--- src/rtl/controle_irrigacao.sv ---
`default_nettype none
// ============================================================================
// Module      : controle_irrigacao
// Description : Irrigation cycle controller. Sequences pump priming, watering
//               and soak phases from a 1 s tick, soil-moisture and reservoir
//               sensors, and drives pump, valve and alarm. Remaining phase
//               time is exposed as two BCD digits for the display stage.
// Ports       : clock          - system clock, rising edge
//               reset          - asynchronous, active-low reset
//               tick           - one-clock pulse per second (same clock domain)
//               umidade_baixa  - soil dry (1 = needs water), asynchronous
//               nivel_ok       - reservoir level sufficient, asynchronous
//               manual_start   - operator start button (level), asynchronous
//               parada         - operator stop (level), asynchronous
//               bomba          - pump enable
//               valvula        - valve open
//               alarme         - fault indicator
//               estado         - state code (0 idle .. 4 fault)
//               tempo_dez      - remaining phase time, BCD tens
//               tempo_unid     - remaining phase time, BCD units
//               ciclo_fim      - one-clock pulse at end of watering
// Revision    : 1.0 - initial release
// ============================================================================
module controle_irrigacao #(
   parameter int TEMPO_PRE    = 3,
   parameter int TEMPO_REGA   = 45,
   parameter int TEMPO_ESPERA = 30,
   parameter int MAX_CICLOS   = 3
) (
   input  logic       clock,
   input  logic       reset,
   input  logic       tick,
   input  logic       umidade_baixa,
   input  logic       nivel_ok,
   input  logic       manual_start,
   input  logic       parada,
   output logic       bomba,
   output logic       valvula,
   output logic       alarme,
   output logic [2:0] estado,
   output logic [3:0] tempo_dez,
   output logic [3:0] tempo_unid,
   output logic       ciclo_fim
);

   localparam logic [2:0] c_ocioso  = 3'd0;
   localparam logic [2:0] c_preparo = 3'd1;
   localparam logic [2:0] c_regando = 3'd2;
   localparam logic [2:0] c_espera  = 3'd3;
   localparam logic [2:0] c_falha   = 3'd4;

   // Phase durations pre-converted to BCD so the timer reloads directly.
   localparam logic [7:0] c_carga_pre    = {4'(TEMPO_PRE / 10),    4'(TEMPO_PRE % 10)};
   localparam logic [7:0] c_carga_rega   = {4'(TEMPO_REGA / 10),   4'(TEMPO_REGA % 10)};
   localparam logic [7:0] c_carga_espera = {4'(TEMPO_ESPERA / 10), 4'(TEMPO_ESPERA % 10)};
   localparam logic [2:0] c_max_ciclos   = 3'(MAX_CICLOS);

   // Two-stage synchronizers; bit [1] is the usable synchronized value.
   logic [1:0] r_umid_sync;
   logic [1:0] r_nivel_sync;
   logic [1:0] r_start_sync;
   logic [1:0] r_parada_sync;
   logic       r_start_prev;

   logic [2:0] r_estado;
   logic [7:0] r_tempo;
   logic [2:0] r_ciclos;
   logic       r_bomba;
   logic       r_valvula;
   logic       r_alarme;
   logic       r_ciclo_fim;

   logic       w_umid;
   logic       w_nivel;
   logic       w_parada;
   logic       w_start_rise;
   logic       w_tempo_fim;
   logic [7:0] w_tempo_dec;
   logic [2:0] w_prox_estado;
   logic [7:0] w_prox_tempo;
   logic [2:0] w_prox_ciclos;
   logic       w_prox_fim;
   logic       w_bomba;
   logic       w_valvula;
   logic       w_alarme;

   always_ff @(posedge clock or negedge reset) begin
      if (!reset) begin
         r_umid_sync   <= 2'b00;
         r_nivel_sync  <= 2'b00;
         r_start_sync  <= 2'b00;
         r_parada_sync <= 2'b00;
         r_start_prev  <= 1'b0;
      end else begin
         r_umid_sync   <= {r_umid_sync[0],   umidade_baixa};
         r_nivel_sync  <= {r_nivel_sync[0],  nivel_ok};
         r_start_sync  <= {r_start_sync[0],  manual_start};
         r_parada_sync <= {r_parada_sync[0], parada};
         r_start_prev  <= r_start_sync[1];
      end
   end

   assign w_umid       = r_umid_sync[1];
   assign w_nivel      = r_nivel_sync[1];
   assign w_parada     = r_parada_sync[1];
   assign w_start_rise = r_start_sync[1] & ~r_start_prev;

   // A tick at 01 ends the phase, so each phase spans exactly its parameter.
   assign w_tempo_fim = (r_tempo == 8'h01);
   assign w_tempo_dec = (r_tempo[3:0] == 4'd0) ? {r_tempo[7:4] - 4'd1, 4'd9}
                                               : {r_tempo[7:4], r_tempo[3:0] - 4'd1};

   // State register: every output is registered from the next-state decode.
   always_ff @(posedge clock or negedge reset) begin
      if (!reset) begin
         r_estado    <= c_ocioso;
         r_tempo     <= 8'h00;
         r_ciclos    <= 3'd0;
         r_bomba     <= 1'b0;
         r_valvula   <= 1'b0;
         r_alarme    <= 1'b0;
         r_ciclo_fim <= 1'b0;
      end else begin
         r_estado    <= w_prox_estado;
         r_tempo     <= w_prox_tempo;
         r_ciclos    <= w_prox_ciclos;
         r_bomba     <= w_bomba;
         r_valvula   <= w_valvula;
         r_alarme    <= w_alarme;
         r_ciclo_fim <= w_prox_fim;
      end
   end

   // Next-state logic. Branch order encodes the edge priority:
   // stop, then level fault, then timer expiry, then start request.
   always_comb begin
      w_prox_estado = r_estado;
      w_prox_tempo  = r_tempo;
      w_prox_ciclos = r_ciclos;
      w_prox_fim    = 1'b0;
      case (r_estado)
         c_ocioso: begin
            w_prox_tempo  = 8'h00;
            w_prox_ciclos = 3'd0;
            if (!w_parada) begin
               if (w_nivel && (w_umid || w_start_rise)) begin
                  w_prox_estado = c_preparo;
                  w_prox_tempo  = c_carga_pre;
               end else if (!w_nivel && w_start_rise) begin
                  w_prox_estado = c_falha;
               end
            end
         end
         c_preparo, c_regando: begin
            if (w_parada) begin
               w_prox_estado = c_ocioso;
               w_prox_tempo  = 8'h00;
               w_prox_ciclos = 3'd0;
            end else if (!w_nivel) begin
               w_prox_estado = c_falha;
               w_prox_tempo  = 8'h00;
            end else if (tick) begin
               if (w_tempo_fim) begin
                  if (r_estado == c_preparo) begin
                     w_prox_estado = c_regando;
                     w_prox_tempo  = c_carga_rega;
                  end else begin
                     w_prox_estado = c_espera;
                     w_prox_tempo  = c_carga_espera;
                     w_prox_fim    = 1'b1;
                     w_prox_ciclos = r_ciclos + 3'd1;
                  end
               end else begin
                  w_prox_tempo = w_tempo_dec;
               end
            end
         end
         c_espera: begin
            if (w_parada) begin
               w_prox_estado = c_ocioso;
               w_prox_tempo  = 8'h00;
               w_prox_ciclos = 3'd0;
            end else if (tick) begin
               if (w_tempo_fim) begin
                  if (!w_umid) begin
                     w_prox_estado = c_ocioso;
                     w_prox_tempo  = 8'h00;
                     w_prox_ciclos = 3'd0;
                  end else if (r_ciclos < c_max_ciclos) begin
                     w_prox_estado = c_preparo;
                     w_prox_tempo  = c_carga_pre;
                  end else begin
                     w_prox_estado = c_falha;
                     w_prox_tempo  = 8'h00;
                  end
               end else begin
                  w_prox_tempo = w_tempo_dec;
               end
            end
         end
         c_falha: begin
            w_prox_tempo = 8'h00;
            if (w_parada && w_nivel) begin
               w_prox_estado = c_ocioso;
               w_prox_ciclos = 3'd0;
            end
         end
         default: begin
            w_prox_estado = c_ocioso;
            w_prox_tempo  = 8'h00;
            w_prox_ciclos = 3'd0;
         end
      endcase
   end

   // Output decode from the next state so actuators change on the same edge.
   always_comb begin
      w_bomba   = 1'b0;
      w_valvula = 1'b0;
      w_alarme  = 1'b0;
      case (w_prox_estado)
         c_preparo: w_bomba = 1'b1;
         c_regando: begin
            w_bomba   = 1'b1;
            w_valvula = 1'b1;
         end
         c_falha:   w_alarme = 1'b1;
         default:   ;
      endcase
   end

   assign bomba      = r_bomba;
   assign valvula    = r_valvula;
   assign alarme     = r_alarme;
   assign estado     = r_estado;
   assign tempo_dez  = r_tempo[7:4];
   assign tempo_unid = r_tempo[3:0];
   assign ciclo_fim  = r_ciclo_fim;

endmodule
`default_nettype wire

--- config.mk ---
export PLATFORM = sky130hd
export DESIGN_NAME = controle_irrigacao
export DESIGN_NICKNAME = d
export VERILOG_FILES = /design/src/rtl/controle_irrigacao.sv
export SDC_FILE = /design/constraint.sdc
export NUM_CORES = 1
export LEC_CHECK = 0
export ABC_AREA = 1
export BUFFER_PORTS_ARGS = -buffer_cell sky130_fd_sc_hd__buf_2
export CAP_MARGIN = 40
export CELL_PAD_IN_SITES_DETAIL_PLACEMENT = 2
export CELL_PAD_IN_SITES_GLOBAL_PLACEMENT = 2
export CORE_MARGIN = 2
export CORE_UTILIZATION = 30
export CTS_BUF_LIST = sky130_fd_sc_hd__clkbuf_4 sky130_fd_sc_hd__clkbuf_8
export DETAILED_ROUTE_END_ITERATION = 8
export PLACE_DENSITY_LB_ADDON = 0.12
export REMOVE_ABC_BUFFERS = 1
export SETUP_SLACK_MARGIN = 0.1
export SYNTH_ARGS = -nofsm -noshare
export SYNTH_HDL_FRONTEND = slang
export SYNTH_SLANG_ARGS = --single-unit
export TNS_END_PERCENT = 10
--- constraint.sdc ---
create_clock -name clock -period 1.45 [get_ports clock]
set_input_delay 0 -clock clock [delete_from_list [all_inputs] [get_ports clock]]
set_output_delay 0 -clock clock [all_outputs]
set_load 0.01 [all_outputs]
---- Word level (Yosys, flattened, before mapping) ----
Cells that the tools add are included.
storage, ports and cells
  bits in registers ....................... 27
  input bits .............................. 7
  output and inout port bits .............. 15
  word-level logic and storage cells ...... 95
cells by class
  $add $sub $neg .......................... 3
  $lt $le $gt $ge ......................... 1
  equality and inequality tests ........... 17
  multiplexer cells ....................... 49
  bitwise logic cells ..................... 2
  reduce and logical (&&, ||, !) cells .... 11
operators by type and width
  operator                                                               count
  3-bit 2-to-1 mux                                                       23
  8-bit 2-to-1 mux                                                       8
  8-bit case mux with 3 select lines                                     1
  3-bit != test, second input constant                                   7
  3-bit case mux with 4 select lines                                     1
  1-bit 2-to-1 mux                                                       10
  3-bit by 2-bit equality test with 1-bit output, second input constant  3
  3-bit case mux with 3 select lines                                     1
  8-bit by 1-bit equality test with 1-bit output, second input constant  1
  2-bit 2-to-1 mux                                                       4
  8-bit AND reduction                                                    1
  4-bit by 1-bit subtractor with 4-bit output, second input constant     2
  7-bit 2-to-1 mux                                                       1
  3-bit by 1-bit equality test with 1-bit output, second input constant  2
  3-bit equality test, second input constant                             2
  4-bit zero test                                                        1
  4-bit != test, second input constant                                   1
  2-bit OR reduction                                                     2
  3-bit by 1-bit adder with 3-bit output, second input constant          1
  1-bit logical AND                                                      3
  3-bit zero test                                                        1
  3-bit by 2-bit < comparator with 1-bit output, second input constant   1
  2-bit != test, second input constant                                   1
  2-bit AND reduction                                                    1
  other kinds (4)                                                        4

---- Logic depth before layout (Yosys ltp) ----
Gate-level depths: netlist of the first run.
  depth after elaboration ................. 10
  depth in mapped cells ................... 12
  depth with buffers taken out ............ 12

---- Worst setup path before layout of the first run ----
No wires, ideal clock.
  path kind ............................... reg-to-reg
  start ................................... register r_tempo[4]
  end ..................................... register r_tempo[1]
  setup time .............................. 123 ps
  arrival time ............................ 1,478 ps
  data required time ...................... 1,327 ps
  path slack .............................. -151 ps
  cell stages (with the launch flop) ...... 12
  buffers on the path ..................... 0
  period minus slack after synthesis ...... 1,601 ps
  cells stage by stage .................... dfrtp_1 inv_1 ha_1 nand2_1 nor2_4 nand2_2 nand2_1 nand2_1 nand2_1 o21ai_0 o21ai_0 nand2_1
on the way
  word-level cells in the longest chain between the ends .. 6
  elaborated cells between the ends (all ways) .. 9
  those cells by class .................... eq/ne: 1; mux: 8
RTL lines
  element                                           RTL line  source
  from (decl)                                       66        logic [7:0] r_tempo;
  from (signal assigned)                            125       r_tempo <= w_prox_tempo;
  8-bit by 1-bit equality test with 1-bit output *  109       assign w_tempo_fim = (r_tempo == 8'h01);
  8-bit 2-to-1 mux                                  163       if (w_tempo_fim) begin
  8-bit 2-to-1 mux                                  162       end else if (tick) begin
  8-bit 2-to-1 mux                                  159       end else if (!w_nivel) begin
  8-bit 2-to-1 mux                                  155       if (w_parada) begin
  8-bit case mux with 3 select lines *              141       case (r_estado)
Mark *: on every way between the ends. The rest lies on a longest branch, timed or not. The select of a mux whose other input is x is not followed.
A chain may end at the register's enable or synchronous reset.

---- Final worst setup path of the first run ----
  start ................................... register r_estado[0], in the netlist estado[0]
  end ..................................... register r_bomba, in the netlist bomba
on the way
  elaborated cells between the ends (all ways) .. 23
  those cells by class .................... eq/ne: 6; mux: 14; reduce/logical: 3
RTL lines
  element                                                                                                                  RTL line  source
  from (decl)                                                                                                              65        logic [2:0] r_estado;
  from (signal assigned)                                                                                                   116       r_estado <= c_ocioso;
  from (signal assigned)                                                                                                   124       r_estado <= w_prox_estado;
  3-bit by 1-bit equality test with 1-bit output / 3-bit by 2-bit equality test with 1-bit output (equally long branches)  141
  2-bit OR reduction                                                                                                       141
  3-bit case mux with 4 select lines *                                                                                     141
  net w_prox_estado[1]                                                                                                     79        logic [2:0] w_prox_estado;
  3-bit by 2-bit equality test with 1-bit output / 3-bit by 1-bit equality test with 1-bit output (equally long branches)  221       case (w_prox_estado)
  2-bit OR reduction (no source line) *                                                                                    -
  1-bit 2-to-1 mux *                                                                                                       221
  net w_bomba                                                                                                              83        logic w_bomba;
  to (signal assigned)                                                                                                     127       r_bomba <= w_bomba;
  to (decl)                                                                                                                68        logic r_bomba;
Mark *: on every way through the listed nets, which the timed path passes. The rest lies on a longest branch.

==> run_results.csv, run 1 <==
group,metric,value,unit
final_layout,area_growth,46.7,%
worst_setup_path,crit_slowest_cell,"dfrtp_1",
outcome,status,"finished, violations left",
synth,synth-simple-area-share,36.1,%
run,maxCapViolations,0,
power_and_ir_drop,power_report.internal_total,1.21,mW
worst_setup_path,cpPeakStageDelay,0.43,ns
synth,syn_area,0.00152,mm²
place,gp_congestion,0.815,
grt,grt.overflow.total,0,
route,route.detailed.drc,0,
place,place.port_buffers,21,
clocking,tritoncts,"built",
timing,fmax,625,MHz
synth,synth_top_family_by_area,"simple AND/OR/NAND/NOR gates",
power_and_ir_drop,clkPwrFrac,25.1,%
worst_setup_path,worstSetupPathType,"reg -> reg",
synth,synth_cell_types,24,
synth,syn_inst,198,
clocking,cts.clk_slew.worst_paths,0.10,ns
die,pin_count,22,
die,core,0.00479,mm²
worst_setup_path,cpMostUsedCell,"nand2_1",
power_and_ir_drop,p_leak,1.17,nW
worst_setup_path,crit_family,"simple AND/OR/NAND/NOR gates",
die,rows,25,
worst_setup_path,crit_buf_inv,1,
route,wire_per_inst,17.1,µm
synth,yosysSeqAreaShare,44.5,%
clocking,cts.path.max_buffers,2,
power_and_ir_drop,p_sw,0.644,mW
synth,post_synth_xor_area_fraction,1.73,%
worst_setup_path,end_kind,"flip-flop",
clocking,cts-root-buf,"clkbuf_8",
grt,grt_max_degree,28,
die,fp.dieW,75.1,µm
die,die-area,0.00564,mm²
route,finalWirelength,5.67,mm
route,highest_layer,"met4",
timing,min_period,1.60,ns
final_layout,fin_nets,275,
timing,skew,0.00298,ns
synth,synth.area.mux_share,0,%
final_layout,diodes,0,
power_and_ir_drop,swShare,34.6,%
route,wl_met1,2.32,mm
worst_setup_path,critPathLaunchType,"flip-flop",
final_layout,fin_util,46.5,%
power_and_ir_drop,ir_worst_vdd,400,µV
synth,synth-seq-cells,27,
clocking,cts_htree_levels,1,
power_and_ir_drop,finalPower,1.86,mW
worst_setup_path,crit_arrival,1.78,ns
route,vias_per_cell,4.93,
worst_setup_path,worstPathRequired,1.63,ns
clocking,cts_sinks,27,
timing,max_slew.worst_pin.slew,0.640,ns
timing,fin_ws,-0.149,ns
timing,rsz0062_at_grt,"yes",
timing,setup_tns,-1.38,ns
min_path,worstHoldPathCells,4,
power_and_ir_drop,p_per_area,834,mW/mm²
timing,setup_viol,15,
worst_setup_path,reg2regPathDepth,10,
outcome,violations,"negative setup slack",
place,dp_hpwl,4.07,mm
timing,hold_violations,0,
place,dpl-instance-area,0.00196,mm²
worst_setup_path,path_depth,10,
synth,syn_area_per_cell,7.67,µm²
route,via_count,1632,
timing,final_max_slew_viol_count,0,
clocking,clk_latency,0.28,ns
die,die_h,75.1,µm
route,ant_nets,0,
grt,antenna_found_initial,0,
synth,ys_warn_count,0,
timing,period_share,110,%
route,first_pass_iters,4,
grt,grt_use_total,22.1,%
synth,synth_fa_ha_area_share,2.47,%
clocking,cts_buffers,3,
final_layout,fin_area,0.00223,mm²
synth,synth_compound_area_share,8.66,%
route,drtIter0Drc,39,
die,initial_utilization,31.7,%
grt,grt_pass1_wl,9.25,mm
route,wl_met3,75,µm
worst_setup_path,worstPathMaxFanout,4,
route,met2_length,3.15,mm
min_path,hp-class,"in -> reg",
final_layout,drive_gt1_share,42.8,%
power_and_ir_drop,comb_power_share,30.3,%
timing,relSlewSlack,57.4,%
grt,grt_pass1_vias,1840,
power_and_ir_drop,pwr-share-seq,44.7,%
worst_setup_path,crit_chain,"nor2_2 > nand2_1 > nor2_1 > nand2_1 > nand2_1 > nor2_2 > nor2_4 > inv_1 > nand2_1 > nand2_1",
-- worst paths after layout --
path                                       startpoint                    endpoint  slack [ns]
min in group asynchronous                       reset   r_start_sync[0]$_DFF_PN0_        0.27
setup reg to reg                  estado[0]$_DFF_PN0_             bomba$_DFF_PN0_       -0.15
max in group asynchronous                       reset         estado[2]$_DFF_PN0_        0.73
hold / removal                                   tick      r_tempo[3]$_DFFE_PN0P_        0.22
hold reg to reg            r_parada_sync[0]$_DFF_PN0_  r_parada_sync[1]$_DFF_PN0_        0.36
setup / recovery                  estado[0]$_DFF_PN0_             bomba$_DFF_PN0_       -0.15
-- layer usage --
metal	vias up	track usage, %
met5	-	0
met4	0	8.33
met3	14	1.87
met2	24	40.9
met1	828	26.2
li1	766	-
-- power groups by stage --
stage | clock, mW | sequential [mW] | combinational (mW)
2_1_floorplan | 0 | 0.852 | 0.229
3_3_place_gp | 0 | 0.834 | 0.446
3_5_place_dp | 0 | 0.837 | 0.472
4_1_cts | 0.500 | 0.826 | 0.534
5_1_grt | 0.512 | 0.835 | 0.614
6_report | 0.466 | 0.830 | 0.563
-- per-stage QoR --
step,setup WS [ns],hold WS (ns),std cells
global route,-0.301,0.242,331
detailed placement,-0.297,0.0711,320
global placement,-0.151,0.0463,320
floorplan,-0.151,-0.296,198
finish,-0.149,0.222,331
CTS,-0.119,0.186,331
-- synthesized netlist by cell type --
cell       count  area, µm²
nand3_2        3       30.0
a21oi_1        4       20.0
ha_1           3       37.5
xor2_1         3       26.3
o21ai_0       13       65.1
a21boi_0       1       7.51
nand2_1       58        218
nor2_4         3       33.8
nand2_2        3       18.8
nand3_1       17       85.1
or2_2          1       6.26
nand4_1        2       12.5
o21bai_1       1       7.51
o211ai_1       3       22.5
o2111ai_1      1       8.76
nor4_1         2       12.5
nor2_2         5       31.3
inv_2          5       18.8
clkinv_2       1       5.00
inv_1         20       75.1
nor2_1        20       75.1
nand3_4        1       17.5
dfrtp_1       27        676
nor3b_1        1       7.51
-- layout by cell type, fill, tap and decap left out, types with 3 or more instances in the layout --
cell type      count
o21ai_1            4
clkbuf_8           3
nor2_4             7
nand3_2            4
o21ai_0            9
inv_1             17
nor2_2             7
dfrtp_1           25
nand2_2           11
buf_4             34
nand2_1           47
buf_2             21
a21oi_2            3
o211ai_1           3
nand3_1           14
nor2_1            14
nand3_4            3
dlygate4sd3_1      5
xor2_1             3
inv_2              7
nand2_4            3
-- kinds of logic after synthesis --
kind of cell,count (synthesis)
xor gates and xnor gates,3
DFF,27
buffers and inverters,26
AOI/OAI and AO/OA,23
and+or+nand+nor,116
adders and majority gates,3
-- sequential cells by signal, indices dropped and copies added, names as in the netlist --
name	cells
r_start_sync	2
ciclo_fim	1
r_ciclos	3
r_tempo	8
r_nivel_sync	2
bomba	1
r_parada_sync	2
estado	3
valvula	1
alarme	1
r_start_prev	1
r_umid_sync	2
-- tightest hold or removal path: cells and delay by family --
kind	cells	cell delay [ns]
buffers and inverters	1	0.16
AND/OR/NAND/NOR	2	0.15
XOR/XNOR	1	0.16
-- cell type report --
type,instances,area [µm²]
clock buffer,3,41.3
timing repair buffer,62,433
inverter,26,101
fill,544,2560
sequential,27,678
tap,67,83.8
clock inverter,1,8.76
multi-input combinational,145,881
-- timing repair --
item | 4_1_cts | 5_1_grt
pin swaps | 10 | 6
resized for setup | 35 | 13
hold buffers | 5 | 0
hold endpoints to repair | 31 | 0
setup buffers | 2 | 0
endpoints found under the setup margin | 18 | 18
No activity file was read; power rests on OpenSTA's default activity.
==> inputs of run 2 (changes only) <==
--- a/config.mk
+++ b/config.mk
@@ -10,8 +10,8 @@
 export CAP_MARGIN = 40
 export CELL_PAD_IN_SITES_DETAIL_PLACEMENT = 2
 export CELL_PAD_IN_SITES_GLOBAL_PLACEMENT = 2
-export CORE_MARGIN = 2
-export CORE_UTILIZATION = 30
+export CORE_MARGIN = 4
+export CORE_UTILIZATION = 34
 export CTS_BUF_LIST = sky130_fd_sc_hd__clkbuf_4 sky130_fd_sc_hd__clkbuf_8
 export DETAILED_ROUTE_END_ITERATION = 8
 export PLACE_DENSITY_LB_ADDON = 0.12
==> constraint.sdc (replaced) <==
create_clock -name clock -period 1.7 [get_ports clock]
set_input_delay 0 -clock clock [delete_from_list [all_inputs] [get_ports clock]]
set_output_delay 0 -clock clock [all_outputs]
set_load 0.01 [all_outputs]
==> run_results.csv, run 2 (same netlist as run 1, synthesis figures left out) <==
group,metric,value,unit
outcome,status,"completed",
clocking,cts-root-buf,"clkbuf_8",
die,die_h,74.8,µm
timing,period_share,93.5,%
timing,rsz0062_at_grt,"yes",
route,wire_per_inst,17.7,µm
clocking,clk_latency,0.28,ns
grt,grt_use_total,20.6,%
worst_setup_path,reg2regPathDepth,11,
worst_setup_path,worstPathMaxFanout,7,
power_and_ir_drop,ir_worst_vdd,392,µV
worst_setup_path,end_kind,"flip-flop",
die,die-area,0.00560,mm²
timing,final_max_slew_viol_count,0,
power_and_ir_drop,p_leak,1.06,nW
final_layout,fin_nets,255,
min_path,worstHoldPathCells,4,
timing,fmax,629,MHz
final_layout,mostFrequentLayoutCells,"nand2_1 (51), dfrtp_1 (25), buf_2 (21)",
final_layout,area_growth,31.3,%
power_and_ir_drop,p_per_area,764,mW/mm²
final_layout,diodes,0,
power_and_ir_drop,pwr-share-seq,46.1,%
final_layout,fin_area,0.00199,mm²
grt,antenna_found_initial,0,
route,vias_per_cell,5.10,
timing,setup_viol,0,
grt,grt_pass1_wl,8.66,mm
place,dpl-instance-area,0.00176,mm²
worst_setup_path,worstSetupPathType,"reg -> reg",
power_and_ir_drop,p_sw,0.525,mW
timing,skew,0.00443,ns
power_and_ir_drop,comb_power_share,27.3,%
grt,grt.overflow.total,0,
place,pre_cts_slack,-0.0437,ns
final_layout,layoutNonFillerInstCount,296,
route,drtIter0Drc,28,
die,fp.dieW,74.8,µm
timing,timing.hold.ws,0.206,ns
place,place.port_buffers,21,
run,maxCapViolations,0,
timing,hold_violations,0,
route,finalWirelength,5.25,mm
route,first_pass_iters,4,
power_and_ir_drop,power_report.internal_total,0.998,mW
power_and_ir_drop,clkPwrFrac,26.6,%
place,dp_cells,280,
worst_setup_path,critPathLaunchType,"flip-flop",
power_and_ir_drop,swShare,34.5,%
route,route.detailed.drc,0,
clocking,cts.clk_slew.worst_paths,0.11,ns
die,initial_utilization,35.1,%
route,ant_nets,0,
final_layout,max_flop_register,"r_tempo",
place,dp_hpwl,3.92,mm
final_layout,regArea,678,µm²
route,via_count,1510,
final_layout,multi_input_area,826,µm²
timing,fin_ws,0.111,ns
clocking,cts.path.max_buffers,2,
timing,min_period,1.59,ns
timing,max_slew.worst_pin.slew,0.615,ns
clocking,cts_buffers,3,
grt,grt_pass1_vias,1719,
clocking,cts_htree_levels,1,
worst_setup_path,crit_arrival,1.77,ns
final_layout,final_common_cell,"nand2_1",
final_layout,drive_gt1_share,32.4,%
worst_setup_path,worstPathRequired,1.89,ns
final_layout,largest_reg_flops,8,
die,pin_count,22,
grt,grt_max_degree,28,
place,gp_congestion,0.790,
die,rows,24,
timing,relSlewSlack,59.0,%
die,core,0.00432,mm²
final_layout,nFillCells,519,
clocking,tritoncts,"built",
clocking,cts_sinks,27,
min_path,hp-class,"in -> reg",
-- run 2: area by class of cell --
class,count,area share [%]
multi-input combinational,145,41.4
clock buffer,3,2.07
sequential,27,34.0
inverter,26,4.96
timing repair buffer,42,13.8
clock inverter,1,0.439
tap,52,3.26
-- run 2: path summary, 6_finish.rpt --
check                                           start                         end  slack [ns]
max                            r_tempo[4]$_DFFE_PN0P_             bomba$_DFF_PN0_        0.11
min                                              tick      r_tempo[3]$_DFFE_PN0P_        0.21
max reg2reg                    r_tempo[4]$_DFFE_PN0P_             bomba$_DFF_PN0_        0.11
min reg2reg                r_parada_sync[0]$_DFF_PN0_  r_parada_sync[1]$_DFF_PN0_        0.37
max in group asynchronous                       reset         estado[1]$_DFF_PN0_        0.97
min in group asynchronous                       reset      r_tempo[0]$_DFFE_PN0P_        0.28
-- run 2: critical path, cell delays in order (launching register included) --
cell     delay, ns
dfrtp_1       0.40
inv_2         0.09
ha_4          0.15
nand2_4       0.05
nor2_4        0.17
nand3_4       0.15
nand2_2       0.10
nand2_1       0.06
nand2_2       0.10
nand3_2       0.11
nand2_2       0.06
nand2_1       0.04
-- run 2: per-layer routing --
metal  wire (µm)  track usage [%]  up-vias
li1            -                -      725
met1        2190             24.6      744
met2        2850             38.8       28
met3         109             2.27       13
met4         104             5.93        0
met5           0                0        -
-- run 2: power by group through the flow --
| stage | combinational (mW) | clock (mW) | sequential (mW) |
|---|---|---|---|
| floorplan | 0.195 | 0 | 0.726 |
| global placement | 0.342 | 0 | 0.711 |
| detailed placement | 0.361 | 0 | 0.715 |
| CTS | 0.401 | 0.416 | 0.702 |
| global route | 0.461 | 0.438 | 0.707 |
| finish | 0.415 | 0.405 | 0.702 |
-- run 2: through the flow --
stage / power (mW) / utilization (%) / TNS (ns)
6_report: 1.52 / 46.1 / 0
5_1_grt: 1.61 / 46.1 / -0.0615
4_1_cts: 1.52 / 45.4 / 0
3_5_place_dp: 1.08 / 40.6 / -0.0783
3_3_place_gp: 1.05 / 40.6 / 0
2_1_floorplan: 0.921 / - / 0
-- run 2: what timing repair did --
item,4_1_cts,5_1_grt
buffers inserted,5,2
gates cloned,0,0
setup endpoints to repair,15,15
hold buffers,5,0
pin swaps,12,10
hold endpoints to repair,31,0
gates resized for setup,18,11
==> inputs of run 3 (changes only) <==
--- a/config.mk
+++ b/config.mk
@@ -10,6 +10,7 @@
 export CAP_MARGIN = 40
 export CELL_PAD_IN_SITES_DETAIL_PLACEMENT = 2
 export CELL_PAD_IN_SITES_GLOBAL_PLACEMENT = 2
+export CORE_ASPECT_RATIO = 0.75
 export CORE_MARGIN = 4
 export CORE_UTILIZATION = 34
 export CTS_BUF_LIST = sky130_fd_sc_hd__clkbuf_4 sky130_fd_sc_hd__clkbuf_8
==> run_results.csv, run 3 (same netlist as run 1, synthesis figures left out) <==
group,metric,value,unit
worst_setup_path,worstPathRequired,1.89,ns
worst_setup_path,reg2regPathDepth,10,
route,wire_per_inst,20.1,µm
timing,skew,0.0105,ns
timing,timing.hold.ws,0.217,ns
final_layout,diodes,0,
grt,grt_max_degree,28,
die,die_h,65.9,µm
final_layout,largest_reg_flops,8,
die,fp.dieW,85.1,µm
clocking,clk_latency,0.29,ns
final_layout,layoutNonFillerInstCount,305,
worst_setup_path,crit_start,"r_tempo[5]$_DFFE_PN0P_",
timing,rsz0062_at_grt,"yes",
min_path,hold_start,"tick",
power_and_ir_drop,p_per_area,760,mW/mm²
timing,setup_viol,1,
min_path,worstHoldEndpoint,"r_tempo[3]$_DFFE_PN0P_",
grt,antenna_found_initial,0,
power_and_ir_drop,ir_worst_vdd,405,µV
worst_setup_path,worstPathMaxFanout,3,
clocking,cts.path.max_buffers,2,
route,drtIter0Drc,69,
worst_setup_path,reg2reg_to,"r_tempo[4]$_DFFE_PN0P_",
place,pre_cts_slack,-0.0252,ns
worst_setup_path,end_kind,"flip-flop",
timing,min_period,1.71,ns
final_layout,multi_input_area,846,µm²
worst_setup_path,critPathLaunchType,"flip-flop",
place,gp_congestion,0.824,
worst_setup_path,reg2reg_setup_slack,-0.01,ns
clocking,cts_buffers,3,
final_layout,fin_nets,261,
final_layout,regArea,681,µm²
die,rows,20,
timing,fin_ws,-0.0134,ns
timing,relSlewSlack,57.6,%
outcome,violations,"negative setup slack",
grt,grt_pass1_wl,9.40,mm
worst_setup_path,r2r_start,"r_tempo[5]$_DFFE_PN0P_",
timing,max_slew.worst_pin.slew,0.636,ns
clocking,cts.clk_slew.worst_paths,0.11,ns
grt,grt.overflow.total,0,
place,dp_cells,286,
place,dp_hpwl,3.97,mm
power_and_ir_drop,p_leak,1.10,nW
min_path,worstHoldPathCells,4,
die,die-area,0.00561,mm²
route,ant_nets,0,
route,finalWirelength,6.15,mm
die,initial_utilization,36.3,%
outcome,status,"finished, violations left",
route,route.detailed.drc,0,
route,via_count,1571,
die,core,0.00418,mm²
timing,period_share,101,%
die,pin_count,22,
final_layout,area_growth,36.2,%
route,vias_per_cell,5.15,
grt,grt_pass1_vias,1750,
final_layout,drive_gt1_share,37.2,%
final_layout,nFillCells,454,
final_layout,final_common_cell,"nand2_1",
run,maxCapViolations,0,
final_layout,mostFrequentLayoutCells,"nand2_1 (49), dfrtp_1 (23), buf_4 (22)",
clocking,cts_htree_levels,1,
clocking,cts_sinks,27,
timing,fmax,584,MHz
min_path,hp-class,"in -> reg",
timing,final_max_slew_viol_count,0,
timing,hold_violations,0,
clocking,cts-root-buf,"clkbuf_8",
place,place.port_buffers,21,
grt,grt_use_total,21.9,%
clocking,tritoncts,"built",
timing,setup_tns,-0.0134,ns
worst_setup_path,worstSetupPathType,"reg -> reg",
final_layout,max_flop_register,"r_tempo",
route,first_pass_iters,4,
worst_setup_path,crit_arrival,1.90,ns
run 3: cell type report:
cell class              count  share of cell area, %
multi-input cells         145                   40.9
flip-flops and latches     27                   32.9
repair buffers             48                   15.5
well taps                  55                   3.33
clock buffers               3                   2.00
clock inverters             1                  0.424
inverters                  26                   4.90
run 3: worst max path at each step:
stage / endpoint / slack [ns] / cells after the start
floorplan: r_tempo[1]$_DFFE_PN0P_ / 0.1 / 11
global placement: r_tempo[5]$_DFFE_PN0P_ / 0.09 / 10
detailed placement: bomba$_DFF_PN0_ / -0.03 / 11
CTS: bomba$_DFF_PN0_ / 0.09 / 11
global route: r_tempo[1]$_DFFE_PN0P_ / -0.10 / 11
finish: r_tempo[4]$_DFFE_PN0P_ / -0.01 / 10
run 3: worst max-delay path, stage by stage, from the launching register on:
cell      delay, ns
dfrtp_1        0.42
inv_2          0.10
ha_4           0.15
nand2_4        0.05
nor2_4         0.13
nand2_2        0.10
buf_4          0.16
nor2_1         0.16
o21ai_1        0.12
o211ai_1       0.14
nand2_1        0.08
run 3: metrics by stage:
step / util, % / power [mW] / area [µm²]
3_3_place_gp: 42.6 / 1.06 / 1780
4_1_cts: 47.5 / 1.52 / 1990
6_report: 49.5 / 1.57 / 2070
2_1_floorplan: - / 0.921 / 1520
5_1_grt: 49.5 / 1.65 / 2070
3_5_place_dp: 42.6 / 1.08 / 1780
run 3: timing repair:
item,in CTS,in global routing
endpoints found under the hold margin,31,0
resized for setup,19,22
endpoints found under the setup margin,12,15
hold buffers,5,0
buffers inserted,7,3
pin swaps,10,5
run 3: power by group:
| part | switching [mW] | leakage, nW | internal (mW) | total (mW) |
|---|---|---|---|---|
| clock network | 0.239 | 0.0261 | 0.173 | 0.412 |
| logic | 0.279 | 0.725 | 0.169 | 0.448 |
| registers | 0.0332 | 0.347 | 0.676 | 0.709 |
run 3: routing by layer:
metal	global-route usage (%)	share of wire, %
met4	6.72	1.3
met3	4.11	4.0
met2	39.5	50
met1	26.5	45
met5	0	0
